`src/rtl/dat_l2_initiator_if.sv`:
```
// Cache/L2 handshake bundle for the L2 initiator.
// The master modport is the initiator's view; the slave modport is the
// view of whatever sits on the other side (cache plus L2).
interface dat_l2_initiator_if #(
    parameter int B = 9,
    parameter int W = 7
);
    // Cache refill channel
    logic                 refill_req_valid;
    logic                 refill_req_ready;
    logic [29:0]          refill_addr;
    logic                 refill_valid;
    logic                 refill_accept;
    logic [(1 << B)-1:0]  refill_line;

    // Cache writeback channel
    logic                 wb_req_valid;
    logic                 wb_req_ready;
    logic [29:0]          wb_addr;
    logic [(1 << B)-1:0]  wb_line;

    // L2 read channel
    logic                 rd_addr_to_l2_valid;
    logic                 rd_addr_to_l2_ready;
    logic [29:0]          rd_addr_to_l2;
    logic                 data_from_l2_valid;
    logic                 data_from_l2_ready;
    logic [(1 << W)-1:0]  data_from_l2;

    // L2 write channel
    logic                 wr_to_l2_valid;
    logic                 wr_to_l2_ready;
    logic [29:0]          wr_addr_to_l2;
    logic [(1 << W)-1:0]  data_to_l2;
    logic                 wr_control_to_l2;
    logic                 wr_complete;

    // Sticky protocol-violation flag
    logic                 proto_err;

    modport master (
        input  refill_req_valid,
        output refill_req_ready,
        input  refill_addr,
        output refill_valid,
        input  refill_accept,
        output refill_line,
        input  wb_req_valid,
        output wb_req_ready,
        input  wb_addr,
        input  wb_line,
        output rd_addr_to_l2_valid,
        input  rd_addr_to_l2_ready,
        output rd_addr_to_l2,
        input  data_from_l2_valid,
        output data_from_l2_ready,
        input  data_from_l2,
        output wr_to_l2_valid,
        input  wr_to_l2_ready,
        output wr_addr_to_l2,
        output data_to_l2,
        output wr_control_to_l2,
        input  wr_complete,
        output proto_err
    );

    modport slave (
        output refill_req_valid,
        input  refill_req_ready,
        output refill_addr,
        input  refill_valid,
        output refill_accept,
        input  refill_line,
        output wb_req_valid,
        input  wb_req_ready,
        output wb_addr,
        output wb_line,
        input  rd_addr_to_l2_valid,
        output rd_addr_to_l2_ready,
        input  rd_addr_to_l2,
        output data_from_l2_valid,
        input  data_from_l2_ready,
        output data_from_l2,
        input  wr_to_l2_valid,
        output wr_to_l2_ready,
        input  wr_addr_to_l2,
        input  data_to_l2,
        input  wr_control_to_l2,
        output wr_complete,
        input  proto_err
    );
endinterface

```
`src/rtl/dat_l2_initiator.sv`:
```
// L2 initiator: turns cache line refills and writebacks into L2 bursts.
// Independent read and write engines; a refill to a line that is being
// written back is held off until the writeback has been committed.
// Every L2-side output is a decode of registered state only.
module dat_l2_initiator #(
    parameter int B = 9,
    parameter int W = 7
) (
    input logic             clk,
    input logic             rstn,
    dat_l2_initiator_if.master bus
);
    localparam int LINE  = 1 << B;
    localparam int BEAT  = 1 << W;
    localparam int CW    = B - W;
    localparam int BURST = 1 << CW;
    localparam logic [CW-1:0] LAST_BEAT = CW'(BURST - 1);

    typedef enum logic [1:0] {R_IDLE, R_ADDR, R_DATA, R_HOLD} rd_state_t;
    typedef enum logic [1:0] {W_IDLE, W_DATA, W_WAIT} wr_state_t;

    rd_state_t         rd_state;
    wr_state_t         wr_state;
    logic [CW-1:0]     rd_cnt;
    logic [CW-1:0]     wr_cnt;
    logic [29:0]       rd_base;
    logic [29:0]       wr_base;
    logic [LINE-1:0]   line_buf;
    logic [LINE-1:0]   wr_buf;
    logic              proto_err_q;

    logic [B-1:0]      rd_off;
    logic [B-1:0]      wr_off;
    logic              wb_take;
    logic              hazard;
    logic              refill_ready;
    logic              refill_take;

    // Bit offset of the current beat inside a line
    assign rd_off = {rd_cnt, {W{1'b0}}};
    assign wr_off = {wr_cnt, {W{1'b0}}};

    // A writeback is taken whenever the write engine is idle
    assign wb_take = bus.wb_req_valid && (wr_state == W_IDLE);

    // Refill must not overtake a writeback of the same line, whether the
    // writeback is already in flight or is being accepted this very cycle
    assign hazard = ((wr_state != W_IDLE) && (bus.refill_addr == wr_base)) ||
                    (wb_take && (bus.wb_addr == bus.refill_addr));

    assign refill_ready = (rd_state == R_IDLE) && !hazard;
    assign refill_take  = bus.refill_req_valid && refill_ready;

    // Cache-facing outputs
    assign bus.refill_req_ready = refill_ready;
    assign bus.refill_valid     = (rd_state == R_HOLD);
    assign bus.refill_line      = line_buf;
    assign bus.wb_req_ready     = (wr_state == W_IDLE);

    // L2 read-side outputs
    assign bus.rd_addr_to_l2_valid = (rd_state == R_ADDR);
    assign bus.rd_addr_to_l2       = rd_base;
    assign bus.data_from_l2_ready  = (rd_state != R_HOLD);

    // L2 write-side outputs
    assign bus.wr_to_l2_valid   = (wr_state == W_DATA);
    assign bus.wr_addr_to_l2    = wr_base;
    assign bus.data_to_l2       = wr_buf[wr_off +: BEAT];
    assign bus.wr_control_to_l2 = (wr_state == W_DATA) && (wr_cnt == '0);

    assign bus.proto_err = proto_err_q;

    // Read engine: latch refill address, issue it, gather beats, hold the line
    always_ff @(posedge clk or negedge rstn) begin
        if (!rstn) begin
            rd_state <= R_IDLE;
            rd_cnt   <= '0;
            rd_base  <= '0;
            line_buf <= '0;
        end else begin
            case (rd_state)
                R_IDLE: begin
                    if (refill_take) begin
                        rd_base  <= bus.refill_addr;
                        rd_state <= R_ADDR;
                    end
                end
                R_ADDR: begin
                    if (bus.rd_addr_to_l2_ready) begin
                        rd_cnt   <= '0;
                        rd_state <= R_DATA;
                    end
                end
                R_DATA: begin
                    if (bus.data_from_l2_valid) begin
                        line_buf[rd_off +: BEAT] <= bus.data_from_l2;
                        if (rd_cnt == LAST_BEAT) begin
                            rd_cnt   <= '0;
                            rd_state <= R_HOLD;
                        end else begin
                            rd_cnt <= rd_cnt + 1'b1;
                        end
                    end
                end
                R_HOLD: begin
                    if (bus.refill_accept) begin
                        rd_state <= R_IDLE;
                    end
                end
                default: rd_state <= R_IDLE;
            endcase
        end
    end

    // Write engine: latch dirty line, stream beats, wait for commit
    always_ff @(posedge clk or negedge rstn) begin
        if (!rstn) begin
            wr_state <= W_IDLE;
            wr_cnt   <= '0;
            wr_base  <= '0;
            wr_buf   <= '0;
        end else begin
            case (wr_state)
                W_IDLE: begin
                    if (wb_take) begin
                        wr_base  <= bus.wb_addr;
                        wr_buf   <= bus.wb_line;
                        wr_cnt   <= '0;
                        wr_state <= W_DATA;
                    end
                end
                W_DATA: begin
                    if (bus.wr_to_l2_ready) begin
                        if (wr_cnt == LAST_BEAT) begin
                            wr_cnt   <= '0;
                            wr_state <= W_WAIT;
                        end else begin
                            wr_cnt <= wr_cnt + 1'b1;
                        end
                    end
                end
                W_WAIT: begin
                    if (bus.wr_complete) begin
                        wr_state <= W_IDLE;
                    end
                end
                default: wr_state <= W_IDLE;
            endcase
        end
    end

    // Sticky flag for read beats before the address phase ends or stray commits
    always_ff @(posedge clk or negedge rstn) begin
        if (!rstn) begin
            proto_err_q <= 1'b0;
        end else if ((bus.data_from_l2_valid &&
                      ((rd_state == R_IDLE) || (rd_state == R_ADDR))) ||
                     (bus.wr_complete && (wr_state != W_WAIT))) begin
            proto_err_q <= 1'b1;
        end
    end
endmodule

```
`src/flat_wrapper.sv`:
```
// flat-port wrapper written by rule: the top's interface ports become plain ports
module dat_l2_initiator_flat 
#(
    parameter int B = 9,
    parameter int W = 7
)
  (clk, rstn, bus_refill_req_valid, bus_refill_req_ready, bus_refill_addr, bus_refill_valid, bus_refill_accept, bus_refill_line, bus_wb_req_valid, bus_wb_req_ready, bus_wb_addr, bus_wb_line, bus_rd_addr_to_l2_valid, bus_rd_addr_to_l2_ready, bus_rd_addr_to_l2, bus_data_from_l2_valid, bus_data_from_l2_ready, bus_data_from_l2, bus_wr_to_l2_valid, bus_wr_to_l2_ready, bus_wr_addr_to_l2, bus_data_to_l2, bus_wr_control_to_l2, bus_wr_complete, bus_proto_err);
  dat_l2_initiator_if #(.B(B), .W(W)) bus_i ();
  input logic clk;
  input logic rstn;
  input wire logic [$bits(bus_i.refill_req_valid)-1:0] bus_refill_req_valid;
  output wire logic [$bits(bus_i.refill_req_ready)-1:0] bus_refill_req_ready;
  input wire logic [$bits(bus_i.refill_addr)-1:0] bus_refill_addr;
  output wire logic [$bits(bus_i.refill_valid)-1:0] bus_refill_valid;
  input wire logic [$bits(bus_i.refill_accept)-1:0] bus_refill_accept;
  output wire logic [$bits(bus_i.refill_line)-1:0] bus_refill_line;
  input wire logic [$bits(bus_i.wb_req_valid)-1:0] bus_wb_req_valid;
  output wire logic [$bits(bus_i.wb_req_ready)-1:0] bus_wb_req_ready;
  input wire logic [$bits(bus_i.wb_addr)-1:0] bus_wb_addr;
  input wire logic [$bits(bus_i.wb_line)-1:0] bus_wb_line;
  output wire logic [$bits(bus_i.rd_addr_to_l2_valid)-1:0] bus_rd_addr_to_l2_valid;
  input wire logic [$bits(bus_i.rd_addr_to_l2_ready)-1:0] bus_rd_addr_to_l2_ready;
  output wire logic [$bits(bus_i.rd_addr_to_l2)-1:0] bus_rd_addr_to_l2;
  input wire logic [$bits(bus_i.data_from_l2_valid)-1:0] bus_data_from_l2_valid;
  output wire logic [$bits(bus_i.data_from_l2_ready)-1:0] bus_data_from_l2_ready;
  input wire logic [$bits(bus_i.data_from_l2)-1:0] bus_data_from_l2;
  output wire logic [$bits(bus_i.wr_to_l2_valid)-1:0] bus_wr_to_l2_valid;
  input wire logic [$bits(bus_i.wr_to_l2_ready)-1:0] bus_wr_to_l2_ready;
  output wire logic [$bits(bus_i.wr_addr_to_l2)-1:0] bus_wr_addr_to_l2;
  output wire logic [$bits(bus_i.data_to_l2)-1:0] bus_data_to_l2;
  output wire logic [$bits(bus_i.wr_control_to_l2)-1:0] bus_wr_control_to_l2;
  input wire logic [$bits(bus_i.wr_complete)-1:0] bus_wr_complete;
  output wire logic [$bits(bus_i.proto_err)-1:0] bus_proto_err;
  assign bus_i.refill_req_valid = bus_refill_req_valid;
  assign bus_refill_req_ready = bus_i.refill_req_ready;
  assign bus_i.refill_addr = bus_refill_addr;
  assign bus_refill_valid = bus_i.refill_valid;
  assign bus_i.refill_accept = bus_refill_accept;
  assign bus_refill_line = bus_i.refill_line;
  assign bus_i.wb_req_valid = bus_wb_req_valid;
  assign bus_wb_req_ready = bus_i.wb_req_ready;
  assign bus_i.wb_addr = bus_wb_addr;
  assign bus_i.wb_line = bus_wb_line;
  assign bus_rd_addr_to_l2_valid = bus_i.rd_addr_to_l2_valid;
  assign bus_i.rd_addr_to_l2_ready = bus_rd_addr_to_l2_ready;
  assign bus_rd_addr_to_l2 = bus_i.rd_addr_to_l2;
  assign bus_i.data_from_l2_valid = bus_data_from_l2_valid;
  assign bus_data_from_l2_ready = bus_i.data_from_l2_ready;
  assign bus_i.data_from_l2 = bus_data_from_l2;
  assign bus_wr_to_l2_valid = bus_i.wr_to_l2_valid;
  assign bus_i.wr_to_l2_ready = bus_wr_to_l2_ready;
  assign bus_wr_addr_to_l2 = bus_i.wr_addr_to_l2;
  assign bus_data_to_l2 = bus_i.data_to_l2;
  assign bus_wr_control_to_l2 = bus_i.wr_control_to_l2;
  assign bus_i.wr_complete = bus_wr_complete;
  assign bus_proto_err = bus_i.proto_err;
  dat_l2_initiator #(.B(B), .W(W)) u_core (.clk(clk), .rstn(rstn), .bus(bus_i));
endmodule
```
`config.mk`:
```
export PLATFORM = sky130hd
export DESIGN_NAME = dat_l2_initiator_flat
export DESIGN_NICKNAME = d
export VERILOG_FILES = /design/src/rtl/dat_l2_initiator_if.sv /design/src/rtl/dat_l2_initiator.sv /design/src/flat_wrapper.sv
export SDC_FILE = /design/constraint.sdc
export NUM_CORES = 1
export LEC_CHECK = 0
export BUFFER_PORTS_ARGS = -buffer_cell sky130_fd_sc_hd__buf_2
export CORE_AREA = 5 5 550 552
export CTS_CLUSTER_DIAMETER = 40
export DETAILED_ROUTE_END_ITERATION = 12
export DIE_AREA = 0 0 555 557
export PLACE_DENSITY = 0.43
export SLEW_MARGIN = 20
export SYNTH_ARGS = -nofsm -noshare
export SYNTH_HDL_FRONTEND = slang
export SYNTH_SLANG_ARGS = --single-unit
```
`constraint.sdc`:
```
create_clock -name clk -period 2.95 [get_ports clk]
set_input_delay 0.4425 -clock clk [delete_from_list [all_inputs] [get_ports clk]]
set_output_delay 0.4425 -clock clk [all_outputs]
set_load 0.02 [all_outputs]
```
==> results.cfg, run 1 <==
[status]
status = finished, violations left
violations = setup timing

[sta]
worst_slack_ns = -0.0573
hold_viol = 0
final.setup_skew_ns = 0.0727
setup_viol = 26
rsz0062_at_grt = true
layout_min_cycle_time_ns = 3.01
max_freq_mhz = 333
worst_pin_slew_ns = 1.04
post-route-period-util_pct = 102
max-slew-margin-rel_pct = 30.4
final.setup.tns_ns = -0.660
maxSlewViolCount = 0

[logic_synthesis]
synth_edf_count = 0
yosysTopAreaCell = dfrtp_1
ys_async_sr_fraction_pct = 100
syn-num-nets = 3387
synthTopCellsByCount = 1093 x dfrtp_1, 542 x mux2_2, 514 x a22o_1
syn-cell-area_sq_um = 43300
synthTopCellsByArea = dfrtp_1 63%, mux2_2 14%, a22o_1 10%
synth-seq-cells = 1093
ys_warn_count = 0
synth_top_area_share_pct = 63.2
synth.avg_cell_area_sq_um = 16.2
synth.most_common_cell = dfrtp_1
synth_cell_types = 36
synthCells = 2666
seq_area_frac_synth_pct = 63.2
synth_ff_type = dfrtp_1

[grt]
antenna_found_initial = 38
grt_pass1_vias = 37839
grt.total_usage_pct = 13.8
grt_pass1_wl_mm = 308
grt-ovfl-total = 0
grt_max_degree = 112

[routing]
dr.first_iter.drc_count = 2357
first_pass_iters = 7
wire_per_inst_um = 24.8
drt_wl_total_mm = 225
vias = 34872
remaining_drc_errors = 0
vias_per_cell = 3.85
drt.antenna.violating_nets = 0

[run]
max_cap_viol_count = 0

[layout]
multi_input_area_sq_um = 15200
drive_gt1_share_pct = 51.9
nets = 5661
area_growth_pct = 65.4
fill_cells = 31005
regArea_sq_um = 27400

[place]
dpl.hpwl_mm = 171
routabilityCongestion = 0.871
place_ws_ns = 0.0964
portBuffers = 1416

[clock_network]
cts_tree = done
cts.htree.levels = 4
cts.sinks = 1093
insertion_delay_ns = 0.84
cts_made_buffers = 215
clock_path_buffers = 4
clock-root-buffer = clkbuf_16
clkTransAtPathRegs_ns = 0.05

[worst_setup_path]
arrival_ns = 2.56
crit_path_start = u_core.wr_cnt[0]$_DFFE_PN0P_
cp_max_fo = 6
r2r_start = u_core.rd_cnt[0]$_DFFE_PN0P_
worst-r2r-cell-count = 7
worst-setup-path-type = reg2out
critPathRequiredTime_ns = 2.51
start_kind = register
r2r_slack_ns = 0.30
end_kind = primary output
timing.rr.end = u_core.bus.refill_line[135]$_DFFE_PN0P_

[hold_path]
hold_class = in2reg
hold_path_end = u_core.bus.refill_line[9]$_DFFE_PN0P_
hp-start = bus_data_from_l2[9]
hold_depth = 2

[power]
comb_power_share_pct = 35.4
p_sw_uw = 26900
peakVddDrop_mv = 0.539
p_per_area_nw_per_um2 = 1070
internal-power_uw = 50000
p_leak_uw = 0.0333
pwr-share-seq_pct = 31.5
clkPwrFrac_pct = 33.1
switching_share_pct = 35.0

[floorplan]
ios = 1417
die_h_um = 557
die_width_um = 555
initial_core_util_pct = 14.6
rows = 200
die-area_sq_um = 309000
core_area_sq_um = 296000
-- layout make-up --
class	count	area share, %
tap	3939	6.88
clock buffer	259	8.01
inverter	11	0.0576
antenna	14	0.0489
clock inverter	134	2.54
timing repair buffer	2265	23.1
multi-input combinational	1354	21.2
sequential	1093	38.2
-- placed cells by master (no fill, tap or decap), types with 36 or more instances in the layout --
cell type / synthesis / layout
buf_2: 58 / 1350
dfrtp_1: 1093 / 1091
a22o_1: 514 / 514
clkinv_2: 0 / 36
xor2_1: 58 / 57
buf_12: 0 / 46
buf_4: 0 / 82
clkbuf_16: 0 / 218
dlygate4sd3_1: 0 / 701
mux2_2: 542 / 542
mux4_2: 128 / 128
buf_6: 3 / 67
-- worst max-delay path: stages (launching register included) --
cell	delay (ns)
dfrtp_4	0.48
buf_12	0.15
buf_12	0.12
buf_16	0.14
buf_6	0.14
mux4_2	0.53
buf_6	0.18
-- routing by layer --
metal / up-vias / track usage [%] / wire length, um
li1: 14796 / - / -
met4: 14 / 4.38 / 7280
met2: 1607 / 24.4 / 112000
met5: - / 0 / 88
met3: 345 / 3.91 / 16800
met1: 18110 / 16.3 / 88100
-- power by group through the flow --
stage,sequential [uW],combinational (uW),clock [uW]
after floorplan,24600,13200,0
after global placement,24300,24600,0
after detailed placement,24400,24800,0
after CTS,24200,27200,26000
after global routing,24700,28800,26800
final,24200,27200,25400
-- stage by stage --
step	power [uW]	util, %	cells	instance area [sq um]	hold slack [ns]
6_report	76900	24.2	9069	71600	0.0983
5_1_grt	80300	24.2	9064	71600	0.0233
4_1_cts	77400	24.1	9050	71300	0.000801
3_5_place_dp	49100	18.9	7937	56000	0.486
3_3_place_gp	48800	18.9	7937	56000	0.482
2_1_floorplan	37800	-	2666	43300	0.147
-- sequential cells by signal, indices dropped and copies added (netlist names), 2 cells and up --
name	flops
u_core.bus.wr_addr_to_l2	30
u_core.bus.refill_line	512
u_core.bus.rd_addr_to_l2	30
u_core.wr_buf	512
u_core.rd_state	2
u_core.rd_cnt	2
u_core.wr_cnt	2
u_core.wr_state	2
-- logic make-up after synthesis --
| logic type | count (synthesis) | synth area share, % |
|---|---|---|
| flops | 1093 | 63.2 |
| fa+ha+maj | 12 | 0.347 |
| mux | 700 | 21.8 |
| compound gates | 530 | 10.7 |
| simple gates | 52 | 0.725 |
| buf+inv | 219 | 2.12 |
| xor+xnor | 60 | 1.21 |
-- repair_timing --
action | 4_1_cts | 5_1_grt
resized for setup | 109 | 70
hold buffers | 701 | 0
setup endpoints to repair | 120 | 105
endpoints found under the hold margin | 1076 | 0
gates cloned | 7 | 3
setup buffers | 14 | 3
pin swaps | 8 | 6
-- how the worst max path moves through the flow --
stage / end / slack [ns] / depth (start not counted)
global placement: bus_refill_req_ready / 0.11 / 7
CTS: bus_data_to_l2[49] / -0.19 / 6
floorplan: bus_data_to_l2[107] / 0.65 / 4
finish: bus_data_to_l2[49] / -0.06 / 6
detailed placement: bus_refill_req_ready / 0.1 / 7
global route: bus_data_to_l2[80] / -0.18 / 6
No activity file was read; power rests on OpenSTA's default activity.
==> inputs of run 2 (changes only) <==
SKIP_LAST_GASP = 1   (was unset)
==> run 2 against run 1 <==
The run still ends with setup timing left; total power grew 0.41%; largest cell class unchanged; critical path type unchanged; critical path depth up 1; final area rose by 0.18%; sequential cell count stayed put; sequential power about the same; via count fell by 0.31%; core utilization about the same.
==> results.cfg, run 2 (synthesis gave the netlist of run 1 again) <==
[routing]
drt_wl_total_mm = 225
vias_per_cell = 3.83
dr.first_iter.drc_count = 2369
drt.antenna.violating_nets = 0
wire_per_inst_um = 24.8
remaining_drc_errors = 0
vias = 34765
first_pass_iters = 7

[layout]
fill_cells = 31002
layout_common_cells = 1337 x buf_2, 1091 x dfrtp_1, 701 x dlygate4sd3_1
drive_gt1_share_pct = 51.9
area_growth_pct = 65.7
final_common_cell = buf_2
nets = 5663
final_cell_count_no_fill = 9075
design_area_sq_um = 71800

[sta]
rsz0062_at_grt = true
layout_min_cycle_time_ns = 3.01
max_freq_mhz = 333
final.setup_skew_ns = 0.0730
hold_viol = 0
hold-worst-slack_ns = 0.101
post-route-period-util_pct = 102
max-slew-margin-rel_pct = 25.5
setup_viol = 32
worst_slack_ns = -0.0565
worst_pin_slew_ns = 1.12
maxSlewViolCount = 0
final.setup.tns_ns = -0.835

[clock_network]
insertion_delay_ns = 0.84
cts.sinks = 1093
cts_made_buffers = 215
clock_path_buffers = 4
clock-root-buffer = clkbuf_16
cts_tree = done
clkTransAtPathRegs_ns = 0.05
cts.htree.levels = 4

[grt]
grt_pass1_vias = 37822
grt.total_usage_pct = 13.8
grt_pass1_wl_mm = 308
grt-ovfl-total = 0
grt_max_degree = 112
antenna_found_initial = 39

[floorplan]
initial_core_util_pct = 14.6
core_area_sq_um = 296000
die_h_um = 557
ios = 1417
die-area_sq_um = 309000
rows = 200
die_width_um = 555

[hold_path]
hold_depth = 2
hold_class = in2reg

[run]
max_cap_viol_count = 0

[worst_setup_path]
end_kind = primary output
worst-r2r-cell-count = 7
r2r_slack_ns = 0.30
cp_max_fo = 3
start_kind = register
worst-setup-path-type = reg2out
arrival_ns = 2.56
critPathRequiredTime_ns = 2.51

[power]
p_leak_uw = 0.0333
p_per_area_nw_per_um2 = 1080
peakVddDrop_mv = 0.544

[place]
dpl.hpwl_mm = 171
portBuffers = 1416
placed_area_sq_um = 56000
placedCellCount = 7937
routabilityCongestion = 0.871

[status]
violations = setup timing
status = finished, violations left
## run 2: changes by cell type in the layout (fill, tap and decap cells not counted), sizes merged
cell and delta:
diode +4, clkbuf +1, buf +1
## run 2: what timing repair did
| action | CTS | global route |
|---|---|---|
| pin swaps | 4 | 3 |
| hold buffers | 701 | 0 |
| endpoints found under the hold margin | 1076 | 0 |
| endpoints found under the setup margin | 120 | 105 |
| cloned | 7 | 4 |
| gates resized for setup | 99 | 110 |
| buffers inserted | 14 | 4 |
## run 2: layout make-up
class / instances / area (sq um) / share of cell area, %
repair buffers: 2267 / 16700 / 23.2
well taps: 3939 / 4930 / 6.87
clock buffers: 259 / 5740 / 7.99
flip-flops and latches: 1093 / 27400 / 38.1
diodes: 18 / 45.0 / 0.0628
multi-input cells: 1354 / 15200 / 21.1
inverters: 11 / 41.3 / 0.0575
clock inverters: 134 / 1820 / 2.53
## run 2: layer usage
layer / part of all wire, % / track usage (%) / up-vias / wire length [um]
met2: 50 / 24.3 / 1555 / 112000
met3: 7.3 / 3.92 / 340 / 16400
met5: 0.031 / 0 / - / 69
met1: 39 / 16.3 / 18054 / 88600
met4: 3.3 / 4.39 / 12 / 7330
li1: - / - / 14804 / -
## run 2: where the power goes
part / internal [uW] / switching [uW]
sequential: 20400 / 3850
combinational: 13300 / 14200
clock: 16600 / 8820
## run 2: worst paths after layout
kind | startpoint | to
setup / recovery | u_core.bus.wr_addr_to_l2[5]$_DFFE_PN0P_ | bus_refill_req_ready
max in group asynchronous | rstn | u_core.wr_buf[186]$_DFFE_PN0P_
hold / removal | bus_data_from_l2[9] | u_core.bus.refill_line[9]$_DFFE_PN0P_
min in group asynchronous | rstn | u_core.bus.refill_line[450]$_DFFE_PN0P_
hold reg to reg | u_core.bus.refill_line[126]$_DFFE_PN0P_ | u_core.bus.refill_line[126]$_DFFE_PN0P_
setup reg to reg | u_core.rd_cnt[0]$_DFFE_PN0P_ | u_core.bus.refill_line[135]$_DFFE_PN0P_
## run 2: critical path, cell delays in order (launching register included)
cell	delay [ns]
dfrtp_1	0.40
xor2_1	0.21
nor4_4	0.41
nand4_1	0.17
nor2_2	0.21
buf_6	0.12
nor3_1	0.05
buf_2	0.17
## run 2: stage by stage
step | total power, uW | utilization, % | setup slack (ns)
after floorplan | 37800 | - | 0.649
after global placement | 48800 | 18.9 | 0.105
after detailed placement | 49100 | 18.9 | 0.0964
after CTS | 77300 | 24.1 | -0.194
after global routing | 80600 | 24.2 | -0.176
final | 77200 | 24.2 | -0.0565
==> inputs of run 3 (changes only) <==
RECOVER_POWER = 100   (was unset)
==> run 3 against run 2 <==
The run ends with capacitance limit, slew limit, setup timing left; die area unchanged; critical path depth shrank 1; clock skew barely moved; setup slack worse by 0.0023 ns; clock power hardly changed; cell count is essentially flat; fmax about the same; non-clock buffer count stayed put; critical endpoint is now bus_data_to_l2[76]; final area fell by 1.8%; global-route usage did not move; sequential cell count is the same.
==> results.cfg, run 3 (synthesis gave the netlist of run 1 again) <==
[status]
status = finished, violations left
violations = capacitance limit, slew limit, setup timing

[sta]
final.setup.tns_ns = -0.763
worst_pin_slew_ns = 1.96
layout_min_cycle_time_ns = 3.01
rsz0062_at_grt = true
max_freq_mhz = 332
post-route-period-util_pct = 102
setup_viol = 32
hold_viol = 0
final.setup_skew_ns = 0.0731
maxSlewViolCount = 37
max-slew-margin-rel_pct = -30.4
worst_slack_ns = -0.0587

[power]
comb_power_share_pct = 35.1
pwr-share-seq_pct = 31.7
p_leak_uw = 0.0307
clkPwrFrac_pct = 33.2
switching_share_pct = 35.2
p_sw_uw = 26900
internal-power_uw = 49600
peakVddDrop_mv = 0.544
p_per_area_nw_per_um2 = 1080

[floorplan]
ios = 1417
die-area_sq_um = 309000
die_width_um = 555
rows = 200
initial_core_util_pct = 14.6
core_area_sq_um = 296000
die_h_um = 557

[layout]
area_growth_pct = 62.8
final_common_cell = dfrtp_1
design_area_sq_um = 70500
drive_gt1_share_pct = 39.8
nets = 5663
layout_common_cells = 1091 x dfrtp_1, 748 x buf_2, 701 x dlygate4sd3_1

[hold_path]
hold_depth = 2
hold_class = in2reg
hp-start = bus_data_from_l2[9]
hold_path_end = u_core.bus.refill_line[393]$_DFFE_PN0P_

[clock_network]
cts_tree = done
insertion_delay_ns = 0.84
clkTransAtPathRegs_ns = 0.05
cts.htree.levels = 4
clock-root-buffer = clkbuf_16
cts_made_buffers = 215
clock_path_buffers = 4
cts.sinks = 1093

[worst_setup_path]
end_kind = primary output
timing.rr.end = u_core.bus.refill_line[135]$_DFFE_PN0P_
start_kind = register
cp_top_family = buffers and inverters
path_buf_inv = 5
worstPathCellList = buf_12 > buf_16 > buf_12 > buf_16 > mux4_2 > buf_6
r2r_slack_ns = 0.04
arrival_ns = 2.57
slowest_delay_ns = 0.49
critPathRequiredTime_ns = 2.51
worst-r2r-cell-count = 7
cp_max_fo = 6
r2r_start = u_core.rd_cnt[0]$_DFFE_PN0P_
worst-setup-path-type = reg2out
crit_slowest_cell = mux4_2

[routing]
vias = 34892
remaining_drc_errors = 0
dr.first_iter.drc_count = 2352
wire_per_inst_um = 24.7
vias_per_cell = 3.84
drt_wl_total_mm = 225
first_pass_iters = 7
drt.antenna.violating_nets = 0

[grt]
grt.total_usage_pct = 13.8
grt_pass1_vias = 37822
antenna_found_initial = 39
grt-ovfl-total = 0
grt_max_degree = 112
grt_pass1_wl_mm = 308

[place]
portBuffers = 1416
routabilityCongestion = 0.871
dpl.hpwl_mm = 171
placed_area_sq_um = 56000

[run]
max_cap_viol_count = 1
==> run 3: cell types whose count changed in the layout (fill, tap and decap cells not counted), moves of 6 or more <==
cell,before,now
clkbuf_1,25,629
buf_2,1337,748
buf_4,79,22
clkbuf_2,0,46
buf_12,49,24
clkbuf_4,0,18
mux2_1,0,6
mux2_4,30,24
==> run 3: timing repair <==
action	in CTS	in global routing
pin swaps	4	3
buffers inserted	14	4
hold buffers	701	0
resized for setup	99	110
setup endpoints to repair	120	105
cloned	7	4
hold endpoints to repair	1076	0
==> run 3: power groups by stage <==
stage / clock, uW / combinational, uW / sequential (uW)
final: 25400 / 26900 / 24300
after detailed placement: 0 / 24800 / 24400
after floorplan: 0 / 13200 / 24600
after CTS: 26000 / 27100 / 24200
after global routing: 26800 / 28500 / 24700
after global placement: 0 / 24600 / 24300
==> run 3: worst max path at each step <==
stage,start,endpoint,slack (ns),cells past startpoint
6_report,u_core.wr_cnt[0]$_DFFE_PN0P_,bus_data_to_l2[76],-0.06,6
5_1_grt,u_core.wr_cnt[0]$_DFFE_PN0P_,bus_data_to_l2[49],-0.18,6
4_1_cts,u_core.wr_cnt[0]$_DFFE_PN0P_,bus_data_to_l2[49],-0.19,6
3_5_place_dp,bus_refill_addr[3],bus_refill_req_ready,0.1,7
3_3_place_gp,bus_refill_addr[3],bus_refill_req_ready,0.11,7
2_1_floorplan,u_core.wr_cnt[0]$_DFFE_PN0P_,bus_data_to_l2[107],0.65,4
==> run 3: metrics by stage <==
stage	hold slack [ns]	cells	utilization [%]	power, uW	worst slack [ns]
finish	0.0903	9076	23.8	76500	-0.0587
global route	0.0233	9067	23.8	80000	-0.176
CTS	0.000801	9050	24.1	77300	-0.194
detailed placement	0.486	7937	18.9	49100	0.0964
global placement	0.482	7937	18.9	48800	0.105
floorplan	0.147	2666	-	37800	0.649
==> run 3: final cells by class <==
class	count	area (sq um)
fill	31288	226000
sequential	1093	27400
timing repair buffer	2267	15500
multi-input combinational	1354	15100
clock buffer	259	5740
tap	3939	4930
clock inverter	134	1820
antenna	19	47.5
inverter	11	41.3
==> run 3: worst register-to-register path, cell delays in order (launching register included) <==
cell	delay, ns
dfrtp_1	0.50
inv_1	0.18
ha_1	0.39
inv_1	0.07
nor4_1	0.68
buf_12	0.27
buf_8	0.40
a22o_1	0.31
==> run 3: metal layers <==
layer	wire (um)	GRT usage (%)	part of all wire (%)
met4	8060	4.39	3.6
met5	69	0	0.031
met2	112000	24.3	50
met1	87700	16.3	39
met3	16800	3.92	7.5
